--- src/rtl/dut_initiator_pkg.sv ---
// Shared types and constants for the DUT initiator.
//   pkt_state_t : packet FSM (IDLE -> SEND_LEN -> SEND_DATA)
//   cfg_state_t : config request FSM (C_IDLE -> C_ISSUE)
//   CFG_READ / CFG_WRITE : encoding of the config op bit
//   DATA_W / ADDR_W / CFG_W : byte, config address and config data widths
package dut_initiator_pkg;

  localparam int DATA_W = 8;
  localparam int ADDR_W = 8;
  localparam int CFG_W  = 32;

  localparam logic CFG_READ  = 1'b0;
  localparam logic CFG_WRITE = 1'b1;

  typedef enum logic [1:0] {
    IDLE      = 2'd0,
    SEND_LEN  = 2'd1,
    SEND_DATA = 2'd2
  } pkt_state_t;

  typedef enum logic {
    C_IDLE  = 1'b0,
    C_ISSUE = 1'b1
  } cfg_state_t;

endpackage

--- src/rtl/sync_fifo.sv ---
// Single-clock FIFO with count-based full/empty flags.
//   clk, rst          : clock, asynchronous active-high reset (pointers/count only)
//   push, push_data   : write request; ignored while full
//   pop, head         : read request (ignored while empty); head is the oldest entry
//   full, empty       : occupancy flags
// Push and pop in the same cycle both take effect and leave the count unchanged.
module sync_fifo #(
  parameter int WIDTH = 8,
  parameter int DEPTH = 16
) (
  input  logic             clk,
  input  logic             rst,
  input  logic             push,
  input  logic [WIDTH-1:0] push_data,
  input  logic             pop,
  output logic [WIDTH-1:0] head,
  output logic             full,
  output logic             empty
);

  localparam int AW = $clog2(DEPTH);
  localparam logic [AW:0]   CNT_FULL = (AW+1)'(DEPTH);
  localparam logic [AW:0]   CNT_ONE  = (AW+1)'(1);
  localparam logic [AW-1:0] PTR_ONE  = AW'(1);

  logic [WIDTH-1:0] mem [DEPTH];
  logic [AW-1:0]    wr_ptr;
  logic [AW-1:0]    rd_ptr;
  logic [AW:0]      count;
  logic             do_push;
  logic             do_pop;

  assign full    = (count == CNT_FULL);
  assign empty   = (count == '0);
  assign do_push = push && !full;
  assign do_pop  = pop && !empty;
  assign head    = mem[rd_ptr];

  always_ff @(posedge clk or posedge rst) begin
    if (rst) begin
      wr_ptr <= '0;
      rd_ptr <= '0;
      count  <= '0;
    end else begin
      if (do_push) wr_ptr <= wr_ptr + PTR_ONE;
      if (do_pop)  rd_ptr <= rd_ptr + PTR_ONE;
      case ({do_push, do_pop})
        2'b10:   count <= count + CNT_ONE;
        2'b01:   count <= count - CNT_ONE;
        default: count <= count;
      endcase
    end
  end

  // Storage is data only; emptiness is tracked by the pointers/count.
  always_ff @(posedge clk) begin
    if (do_push) mem[wr_ptr] <= push_data;
  end

endmodule

--- src/rtl/dut_initiator.sv ---
// Host-side initiator that drives a DUT's method interface.
//   Host side : host_len_* (packet length push), host_byte_* (payload push into
//               a byte FIFO), host_cfg_* (config read/write request),
//               host_rsp_* (config read data), res_* (captured dout results).
//   DUT side  : len_* and din_* (packet calls), dout_* (result drain),
//               cfg_* (config actionvalue call).
// Every DUT-side *_en is only raised while the matching *_rdy is high; the call
// fires on that rising edge. Packet, config and dout paths run independently.
module dut_initiator
  import dut_initiator_pkg::*;
#(
  parameter int FIFO_DEPTH = 16
) (
  input  logic              clk,
  input  logic              rst,
  input  logic [DATA_W-1:0] host_len_value,
  input  logic              host_len_en,
  output logic              host_len_rdy,
  input  logic [DATA_W-1:0] host_byte_value,
  input  logic              host_byte_en,
  output logic              host_byte_rdy,
  input  logic [ADDR_W-1:0] host_cfg_address,
  input  logic [CFG_W-1:0]  host_cfg_data,
  input  logic              host_cfg_op,
  input  logic              host_cfg_en,
  output logic              host_cfg_rdy,
  output logic [CFG_W-1:0]  host_rsp_value,
  output logic              host_rsp_valid,
  output logic [DATA_W-1:0] len_value,
  output logic              len_en,
  input  logic              len_rdy,
  output logic [DATA_W-1:0] din_value,
  output logic              din_en,
  input  logic              din_rdy,
  input  logic [DATA_W-1:0] dout_value,
  output logic              dout_en,
  input  logic              dout_rdy,
  output logic [ADDR_W-1:0] cfg_address,
  output logic [CFG_W-1:0]  cfg_data_in,
  output logic              cfg_op,
  output logic              cfg_en,
  input  logic [CFG_W-1:0]  cfg_data_out,
  input  logic              cfg_rdy,
  output logic [DATA_W-1:0] res_value,
  output logic              res_valid,
  input  logic              res_ack
);

  pkt_state_t        state, state_n;
  logic [DATA_W-1:0] remaining, remaining_n;
  cfg_state_t        cstate, cstate_n;
  logic [ADDR_W-1:0] cfg_addr_q;
  logic [CFG_W-1:0]  cfg_data_q;
  logic              cfg_op_q;
  logic              fifo_full;
  logic              fifo_empty;

  sync_fifo #(
    .WIDTH (DATA_W),
    .DEPTH (FIFO_DEPTH)
  ) u_fifo (
    .clk       (clk),
    .rst       (rst),
    .push      (host_byte_en),
    .push_data (host_byte_value),
    .pop       (din_en),
    .head      (din_value),
    .full      (fifo_full),
    .empty     (fifo_empty)
  );

  assign host_byte_rdy = !fifo_full;

  // The remaining counter still holds the full length while in SEND_LEN.
  assign len_value = remaining;

  always_comb begin
    state_n      = state;
    remaining_n  = remaining;
    host_len_rdy = 1'b0;
    len_en       = 1'b0;
    din_en       = 1'b0;
    case (state)
      IDLE: begin
        host_len_rdy = 1'b1;
        if (host_len_en) begin
          remaining_n = host_len_value;
          state_n     = SEND_LEN;
        end
      end
      SEND_LEN: begin
        len_en = len_rdy;
        if (len_rdy) state_n = (remaining != '0) ? SEND_DATA : IDLE;
      end
      SEND_DATA: begin
        din_en = din_rdy && !fifo_empty;
        if (din_en) begin
          remaining_n = remaining - DATA_W'(1);
          if (remaining == DATA_W'(1)) state_n = IDLE;
        end
      end
      default: state_n = IDLE;
    endcase
  end

  always_ff @(posedge clk or posedge rst) begin
    if (rst) begin
      state     <= IDLE;
      remaining <= '0;
    end else begin
      state     <= state_n;
      remaining <= remaining_n;
    end
  end

  // dout drain: the result slot can accept a new value when it is empty or
  // being acknowledged in the same cycle. Reset is folded in because this
  // enable is not derived from a resettable state register.
  assign dout_en = !rst && dout_rdy && (!res_valid || res_ack);

  always_ff @(posedge clk or posedge rst) begin
    if (rst) begin
      res_valid <= 1'b0;
      res_value <= '0;
    end else if (dout_en) begin
      res_valid <= 1'b1;
      res_value <= dout_value;
    end else if (res_ack) begin
      res_valid <= 1'b0;
    end
  end

  always_comb begin
    cstate_n     = cstate;
    host_cfg_rdy = 1'b0;
    cfg_en       = 1'b0;
    case (cstate)
      C_IDLE: begin
        host_cfg_rdy = 1'b1;
        if (host_cfg_en) cstate_n = C_ISSUE;
      end
      C_ISSUE: begin
        cfg_en = cfg_rdy;
        if (cfg_rdy) cstate_n = C_IDLE;
      end
      default: cstate_n = C_IDLE;
    endcase
  end

  assign cfg_address = cfg_addr_q;
  assign cfg_data_in = cfg_data_q;
  assign cfg_op      = cfg_op_q;

  always_ff @(posedge clk or posedge rst) begin
    if (rst) begin
      cstate         <= C_IDLE;
      cfg_addr_q     <= '0;
      cfg_data_q     <= '0;
      cfg_op_q       <= CFG_READ;
      host_rsp_valid <= 1'b0;
      host_rsp_value <= '0;
    end else begin
      cstate <= cstate_n;
      if (host_cfg_en && host_cfg_rdy) begin
        cfg_addr_q <= host_cfg_address;
        cfg_data_q <= host_cfg_data;
        cfg_op_q   <= host_cfg_op;
      end
      // Only a read call returns data; the valid is a one-cycle pulse.
      host_rsp_valid <= cfg_en && (cfg_op_q == CFG_READ);
      if (cfg_en && (cfg_op_q == CFG_READ)) host_rsp_value <= cfg_data_out;
    end
  end

endmodule

--- config.mk ---
export PLATFORM = sky130hd
export DESIGN_NAME = dut_initiator
export DESIGN_NICKNAME = d
export VERILOG_FILES = /design/src/rtl/dut_initiator_pkg.sv /design/src/rtl/sync_fifo.sv /design/src/rtl/dut_initiator.sv
export SDC_FILE = /design/constraint.sdc
export NUM_CORES = 1
export LEC_CHECK = 0
export CAP_MARGIN = 0
export CORE_MARGIN = 1
export CORE_UTILIZATION = 40
export CTS_BUF_LIST = sky130_fd_sc_hd__clkbuf_16
export DETAILED_ROUTE_END_ITERATION = 10
export GPL_ROUTABILITY_DRIVEN = 0
export GPL_TIMING_DRIVEN = 0
export PLACE_DENSITY = 0.66
export RECOVER_POWER = 100
export SYNTH_ARGS = -nofsm -noshare
export SYNTH_HDL_FRONTEND = slang
export SYNTH_SLANG_ARGS = --single-unit
--- constraint.sdc ---
create_clock -name clk -period 7.21 [get_ports clk]
set_input_delay 1.8025 -clock clk [delete_from_list [all_inputs] [get_ports clk]]
set_output_delay 1.8025 -clock clk [all_outputs]
set_load 0.05 [all_outputs]
* Word-level counts from Yosys, hierarchy flattened
Memory sizes are Yosys's and may differ from the RTL's.
Index checks and enable logic that the tools add are counted.
Widths: inputs -> output; s select.
** Storage, ports and cells
- RAM bits :: 128
- Input bits :: 107
- Bits in registers :: 107
- Logic and storage cells :: 73
- Output and inout bits :: 106
- Memories kept :: 1
** Memory list
- u_fifo.mem :: depth 16, width 8, read ports 1, clocked after Yosys merged registers in 0, write ports 1, line sync_fifo.sv:26 : logic [WIDTH-1:0] mem [DEPTH];
** Cells by class
- Multiplexer cells :: 22
- Eq/ne operators :: 10
- Add/sub/neg operators :: 5
- Bitwise gates (word level) :: 2
- Reduce and logical (&&, ||, !) cells :: 20
** Operators with widths (count)
- $mux 8 :: 2
- $pmux 8 s2 :: 1
- $mux 1 :: 11
- $mux 2 :: 5
- $pmux 5 s2 :: 1
- $add 4x1->4 const B :: 2
- $eq 8x1->1 const B :: 1
- $ne 2x2->1 const B :: 4
- $reduce_bool 8->1 :: 1
- $sub 8x1->8 const B :: 1
- $logic_and 1x1->1 :: 7
- $pmux 2 s3 :: 1
- $reduce_bool 2->1 :: 3
- $add 5x1->5 const B :: 1
- $eq 5x5->1 const B :: 1
- $logic_not 5->1 :: 1
- $sub 5x1->5 const B :: 1
- $eq 2x1->1 const B :: 2
- $eq 2x2->1 const B :: 2
- $logic_not 1->1 :: 4
- $reduce_and 4->1 :: 1
- $reduce_and 3->1 :: 1
- $logic_not 2->1 :: 1
- $not 1->1 :: 2
- 2 further kinds :: 2

* Depth between registers and ports, before layout
Gate-level depths: netlist of the first run.
- Depth after elaboration :: 7
- Mapped depth :: 10
- Depth with buffers taken out :: 9

* Modules after synthesis
Synthesis of the first run repeated with hierarchy kept, for this count alone.
** Unflattened totals
- Cell total of the unflattened synthesis :: 596
- Area total of the unflattened synthesis :: 9850.7 sq um
** By module, submodules not included
- sync_fifo :: cells an instance 333, seq. area each 4169.0 sq um, area an instance 5796.8 sq um, times used 1
- dut_initiator :: cells an instance 263, seq. area each 2352.3 sq um, area an instance 4053.9 sq um, times used 1

* Least setup slack after synthesis of the first run
Ideal clock, no wire load.
- Path kind :: input to output
- Start :: input rst
- End :: output dout_en
- Data required time :: 5.407 ns
- Path slack :: -0.060 ns
- Arrival time :: 5.468 ns
- Buffers on the path :: 0
- Stages on the path :: 3
- Cells stage by stage :: inv_1 -> nand2_1 -> a21oi_1
** Between the ends
- Longest elaborated chain between the ends :: 3
** Ends and longest elaborated chain
- start: declaration :: line dut_initiator.sv:15 : input logic rst,
- $logic_not 1->1 (no line)
- $logic_and 1x1->1 (2 in a row) :: line dut_initiator.sv:119 : assign dout_en = !rst && dout_rdy && (!res_valid || res_ack);
- end: declaration :: line dut_initiator.sv:36 : output logic dout_en,
No other way between the ends.

* Final worst setup path of the first run
Ends and elaborated chain as after synthesis.

==> metrics, run 1 <==
grt peak-use layer=met2; status=completed; CP arrival=roughly 5 ns; most frequent cells in the layout=128 x edfxtp_1, 119 x dlygate4sd3_1, 107 x dfrtp_1; placed cell area=approximately 12,000 sq um; initial antenna violation count=2; maximum fanout along the worst path=between 40 and 50; worst path bufs/invs=5; met3 usage=between 6 and 7%; slowest cell on the critical path=clkdlybuf4s50_1; clock sink total=around 240; Fillers=between 1,500 and 2,000; sequential area share after synthesis=69.0%; Routed Antenna Nets=0; H-tree levels=1; drt via density=5.11; Final Core Density=around 57%; GR Util met2=a little under a third; Die Wd=between 150 and 200 microns; Crit Path Class=input port to output port; share of synthesized flip-flops with an asynchronous set or reset=between 40% and 50%; first-iteration detailed-routing DRC count=~310; placed cell count=between 1,000 and 1,500; first-pass GRT wire length=34.6 mm; Cell Chain, Critical Path=dlygate4sd3_1 -> clkinvlp_4 -> buf_12 -> buf_12 -> nand2_1 -> a21oi_2 -> clkdlybuf4s50_1; Die ar.=between 20,000 and 25,000 sq um; Post-DP HPWL=15.7 mm; clock latency on the worst-skew pair=between 0.5 and 0.6 ns; Ports=~210; HP Class=flop to flop; final slew viol count=0; total grt overflow=0; post-synthesis cell count=roughly 560; Setup Buffers After CTS=0; die extent in y=about 160 microns; Max-Cap Viols=0; P_leak=roughly 0.0049 uW; delay-heaviest family, CP=buffers and inverters; Worst Path Required=about 5.4 ns; CP peak stage delay=between 0.9 and 1 ns; CP endpoint kind=output port; Net Count, Synth=between 600 and 700; total number of vias=slightly below 6,000; largest net degree at the start of global routing=between 40 and 50; ys flop type=edfxtp_1; number of buffers created by CTS=27; Worst VDD drop=0.225 mV; final net count=925; Hold Vio Cnt, Final=0; Area Overhead vs Synth=37.2%; Max clock buf depth=3; I/O Buffers=~210; Final Setup Violations=0; vias in the first global route=about 6,300; Synth Cell Area=~9500 sq um; unique cell type count in the Yosys netlist=just under 50; gr usage total=a little under a fifth; Clock transition at path regs=around 0.050 ns; total power=5600 uW; CTS tree=built; Pwr per Cell Area=432 nW/um^2; CP startpoint kind=input port; # DRC=0; CP most frequent cell=buf_12; total wire length=around 22 mm; synth warn=0; RSZ-0062 raised after global routing=no; FF/Latch Area=~6500 sq um; worst-margin pin slew=between 1 and 1.5 ns; post-route cell area=approximately 13,000 sq um; Core ar.=22,900 sq um; area occupied by multi-input gates=~2800 sq um; clk root buf=clkbuf_16; clock skew=between 0.006 and 0.007 ns; site row count=55; Period minus WS final=a little under 7 ns; DR WL/cell=around 20 microns; commonest non-fill, non-tap cell in the layout=edfxtp_1; Starting Density=around two fifths; max frequency=147 MHz; Slew HR=14.9%; met1 GRT Util=22.7%; mean post-synth cell area=roughly 17 sq um; Layout Cells excl Fill=about 1,100; hold_ws=around 0.50 ns; first-pass iteration count of the detailed router=4; Final Cycle Share=between 90% and 100%; EDFF count, synth=between 100 and 150; register bit total from synthesis=~240; layout cells sized above 1=19.9%
## worst reg2reg max path, cell delays in order (launching register included)
cell and delay, ns:
dfrtp_1 0.45, nor4_1 0.13, a21boi_0 0.80, nand2_1 0.38, nor3_1 1.05
## Yosys cell counts (2+ instances only)
| cell | n | share of area (%) |
|---|---|---|
| nand2_1 | 27 | 1.1 |
| a21oi_1 | 9 | 0.48 |
| clkbuf_1 | 21 | 0.83 |
| o21ai_0 | 10 | 0.53 |
| nand4_1 | 3 | 0.20 |
| mux4_2 | 32 | 7.6 |
| and4_1 | 2 | 0.19 |
| buf_1 | 3 | 0.12 |
| mux2_2 | 83 | 9.9 |
| dfrtp_1 | 107 | 28 |
| nor3b_1 | 4 | 0.32 |
| edfxtp_1 | 128 | 41 |
| nor2b_1 | 4 | 0.26 |
| nand3b_1 | 2 | 0.16 |
| mux2i_1 | 3 | 0.32 |
| a22o_1 | 2 | 0.19 |
| ha_1 | 11 | 1.5 |
| nor3_1 | 9 | 0.48 |
| nor2_1 | 23 | 0.91 |
| o2bb2ai_1 | 2 | 0.19 |
| nor4_1 | 3 | 0.20 |
| o22ai_1 | 2 | 0.13 |
| inv_1 | 15 | 0.60 |
| a22oi_1 | 16 | 1.3 |
| buf_2 | 4 | 0.21 |
| xnor2_1 | 8 | 0.74 |
| o211a_1 | 2 | 0.21 |
| and2_1 | 3 | 0.20 |
| nand2b_1 | 6 | 0.40 |
## cells by family after synthesis
group                    share of synthesized area [%]
XOR/XNOR                                         0.834
adder cells (fa/ha/maj)                           1.67
buffers and inverters                             1.88
multiplexers                                      17.8
flip-flops                                        69.0
AND/OR/NAND/NOR                                   4.96
AO/OA/AOI/OAI                                     3.86
## final cells by class
cell class                 instances  area share, %
antenna                            2         0.0386
buffer                            29          0.878
clock buffer                      28           5.40
clock inverter                    20           2.07
inverter                          15          0.463
multi-input combinational        285           21.3
sequential                       235           50.3
tap                              313           3.02
timing repair buffer             213           16.6
## power by group
part,switching (uW),internal (uW)
clock network,525,948
registers,159,1700
logic,1460,804
total,2140,3460
## what timing repair did
| action | 4_1_cts | 5_1_grt |
|---|---|---|
| hold buffers | 0 | 0 |
| endpoints found under the setup margin | 0 | 1 |
| gates resized for setup | 0 | 1 |
## routing by layer
metal  vias up  share of wire, %
met2       234                50
met1      2933                38
met5         -                 0
met4         0               2.0
li1       2621                 -
met3        38               9.7
## registers in the layout, summed over array words and instances (netlist names)
register        count
u_fifo.mem        128
cfg_op              1
cfg_data_in        32
u_fifo.rd_ptr       4
cfg_address         8
u_fifo.count        5
res_value           8
host_rsp_value     32
host_rsp_valid      1
state               2
res_valid           1
cstate              1
len_value           8
u_fifo.wr_ptr       4
## through the flow
step | setup TNS [ns] | setup WS, ns
6_report | 0 | 0.425
5_1_grt | 0 | 0.131
4_1_cts | 0 | 0.155
3_5_place_dp | 0 | 0.182
3_3_place_gp | -0.408 | -0.408
2_1_floorplan | 0 | 1.13
## path summary, 6_finish.rpt
check                                  startpoint                end  slack [ns]  cells after the start
worst max-delay path                          rst            dout_en        0.43                      7
worst min-delay path            host_rsp_value[7]  host_rsp_value[7]        0.50                      1
min in group asynchronous                     rst     cfg_data_in[7]        1.92                      2
worst min register to register  host_rsp_value[7]  host_rsp_value[7]        0.50                      1
max in group asynchronous                     rst       res_value[0]        4.36                      4
worst max register to register    u_fifo.count[0]   u_fifo.mem[3][1]        4.01                      4
Power figures use the tool's default switching activity.
==> inputs of run 2 (changes only) <==
- CAP_MARGIN: 0 -> 20
- SLEW_MARGIN: not set -> 0
==> run 2 against run 1 <==
Sequential share of layout area increased by 0.63 points. Non-clock buffer count increased by 4. Setup slack about the same. Worst hold slack improved by 0.0021 ns. Fmax about the same. Power decreased by 4.5%. Largest cell class unchanged. Largest power group unchanged.
==> metrics, run 2 (synthesis gave the netlist of run 1 again) <==
status=completed; Setup Buffers After CTS=0 (unchanged); CP arrival=4.98 ns (about the same); total power=5350 uW (-4.5%); worst-margin pin slew=1.01 ns (-0.252 ns); first-pass iteration count of the detailed router=4 (unchanged); clock network fraction of design power=22.9% (-3.4 points); drt via density=5.04 (-1.4%); clock latency on the worst-skew pair=0.52 ns (about the same); max frequency=147 MHz (about the same); Slew HR=31.8% (+17 points); Routed Antenna Nets=0 (unchanged); final setup TNS=0 ns (unchanged); FF-to-FF End=u_fifo.count[4]; site row count=55 (unchanged); total grt overflow=0 (unchanged); Worst VDD drop=0.238 mV (+6.0%); CTS tree=built; final slew viol count=0 (unchanged); DR WL/cell=19.3 microns (-1.5%); CP startpoint kind=input port; clk root buf=clkbuf_16; initial antenna violation count=2 (unchanged); Worst Path Required=5.41 ns (about the same); CTS hold repair buffers=0 (unchanged); Core ar.=22,900 sq um (unchanged); Final Setup Violations=0 (unchanged); I/O Buffers=211 (unchanged); Sw Pwr=2130 uW (-0.73%); # DRC=0 (unchanged); Area Overhead vs Synth=35.5%; clock skew=0.0121 ns (+0.00543 ns); internal power=3220 uW (-6.9%); CP endpoint kind=output port; Final Cycle Share=94.1% (about the same); clock sink total=235 (unchanged); Ports=213 (unchanged); P_leak=0.00481 uW (-1.3%); hold_ws=0.499 ns (+0.00208 ns); reg-to-reg slack, setup=4.04 ns (+0.03 ns); Crit Path Class=input port to output port; largest net degree at the start of global routing=42 (unchanged); Fillers=1,816 (-0.16%); gr usage total=18.6% (-0.099 points); Combinational Power Share=42.2% (+1.8 points); number of buffers created by CTS=26 (-3.7%); total wire length=22.1 mm (-1.2%); Max-Cap Viols=0 (unchanged); post-CTS resize count=0 (unchanged); Die ar.=24,300 sq um (unchanged); crit path launch=rst; Sw Share=39.8% (+1.5 points); Max clock buf depth=3 (unchanged); first-pass GRT wire length=34.4 mm (-0.60%); Reg power frac=34.9% (+1.6 points); final net count=928 (+0.32%); maximum fanout along the worst path=41 (unchanged); first-iteration detailed-routing DRC count=263 (-15%); layout cells sized above 1=19.2% (-0.68 points); Final Core Density=55.9% (-0.70 points); Period minus WS final=6.78 ns (+0.0000850 ns); Clock transition at path regs=0.06 ns (about the same); Crit Reg-Reg Startpoint=u_fifo.count[0]; max reg flops=128 (unchanged); placed cell count=1,094 (+0.37%); Post-DP HPWL=15.8 mm (+0.55%); FF-to-FF path depth=8 (+4); Worst setup endpoint=dout_en; Starting Density=41.3% (unchanged); most frequent cells in the layout=128 x edfxtp_1, 119 x dlygate4sd3_1, 107 x dfrtp_1; Reg with most FFs=u_fifo.mem; die extent in y=156 microns (unchanged); Die Wd=156 microns (unchanged); HP Class=flop to flop; vias in the first global route=6,229 (-0.40%); total number of vias=5,757 (-1.2%); Layout Cells excl Fill=1,143 (+0.26%); Hold Vio Cnt, Final=0 (unchanged); RSZ-0062 raised after global routing=no; commonest non-fill, non-tap cell in the layout=edfxtp_1; H-tree levels=1 (unchanged); Pwr per Cell Area=417 nW/um^2 (-3.3%)
-- run 2: cell count changes in the layout (fill, tap and decap cells not counted), sizes merged --
cell / delta
bufinv: -6
inv: +5
clkbuf: +3
clkinv: +1
-- run 2: routing by layer --
metal	share of wire, %	track usage (%)	routed length [microns]
met5	0	0	0
met4	1.6	3.73	345
met3	9.8	6.47	2160
met2	50	32.3	11100
met1	39	22.5	8530
-- run 2: cell type report --
cell class,instances,area [sq um],area share [%]
buffer,29,114,0.889
multi-input combinational,285,2760,21.5
timing repair buffer,217,2170,16.9
sequential,235,6520,50.9
inverter,15,60.1,0.469
antenna,2,5.00,0.0391
clock buffer,27,676,5.27
clock inverter,20,118,0.918
tap,313,392,3.06
-- run 2: worst max-delay path: stages --
cell	delay, ns
dlygate4sd3_1	0.57
clkinvlp_4	0.58
buf_12	0.32
buf_12	0.24
nand2_1	0.11
a21oi_2	0.41
clkdlybuf4s50_1	0.90
-- run 2: stage by stage --
stage	worst slack [ns]	instance area, sq um
after detailed placement	0.141	12000
after global routing	0.133	12800
after CTS	0.132	12800
final	0.425	12800
after floorplan	1.13	9460
after global placement	-0.408	12000
-- run 2: power by group through the flow --
stage / sequential [uW] / combinational [uW] / clock, uW
6_report: 1860 / 2260 / 1220
5_1_grt: 1900 / 2390 / 1310
4_1_cts: 1870 / 2370 / 1260
3_5_place_dp: 1890 / 2370 / 0
3_3_place_gp: 1880 / 2320 / 0
2_1_floorplan: 2440 / 1010 / 0
-- run 2: how the worst min path moves through the flow --
stage | slack [ns] | startpoint | depth (start not counted) | to
finish | 0.50 | host_rsp_value[25] | 1 | host_rsp_value[25]
global route | 0.51 | host_rsp_value[15] | 1 | host_rsp_value[15]
CTS | 0.51 | host_rsp_value[15] | 1 | host_rsp_value[15]
detailed placement | 0.49 | host_rsp_value[15] | 1 | host_rsp_value[15]
global placement | 0.49 | cfg_data_in[3] | 1 | cfg_data_in[3]
floorplan | 0.49 | u_fifo.rd_ptr[3] | 1 | u_fifo.rd_ptr[3]
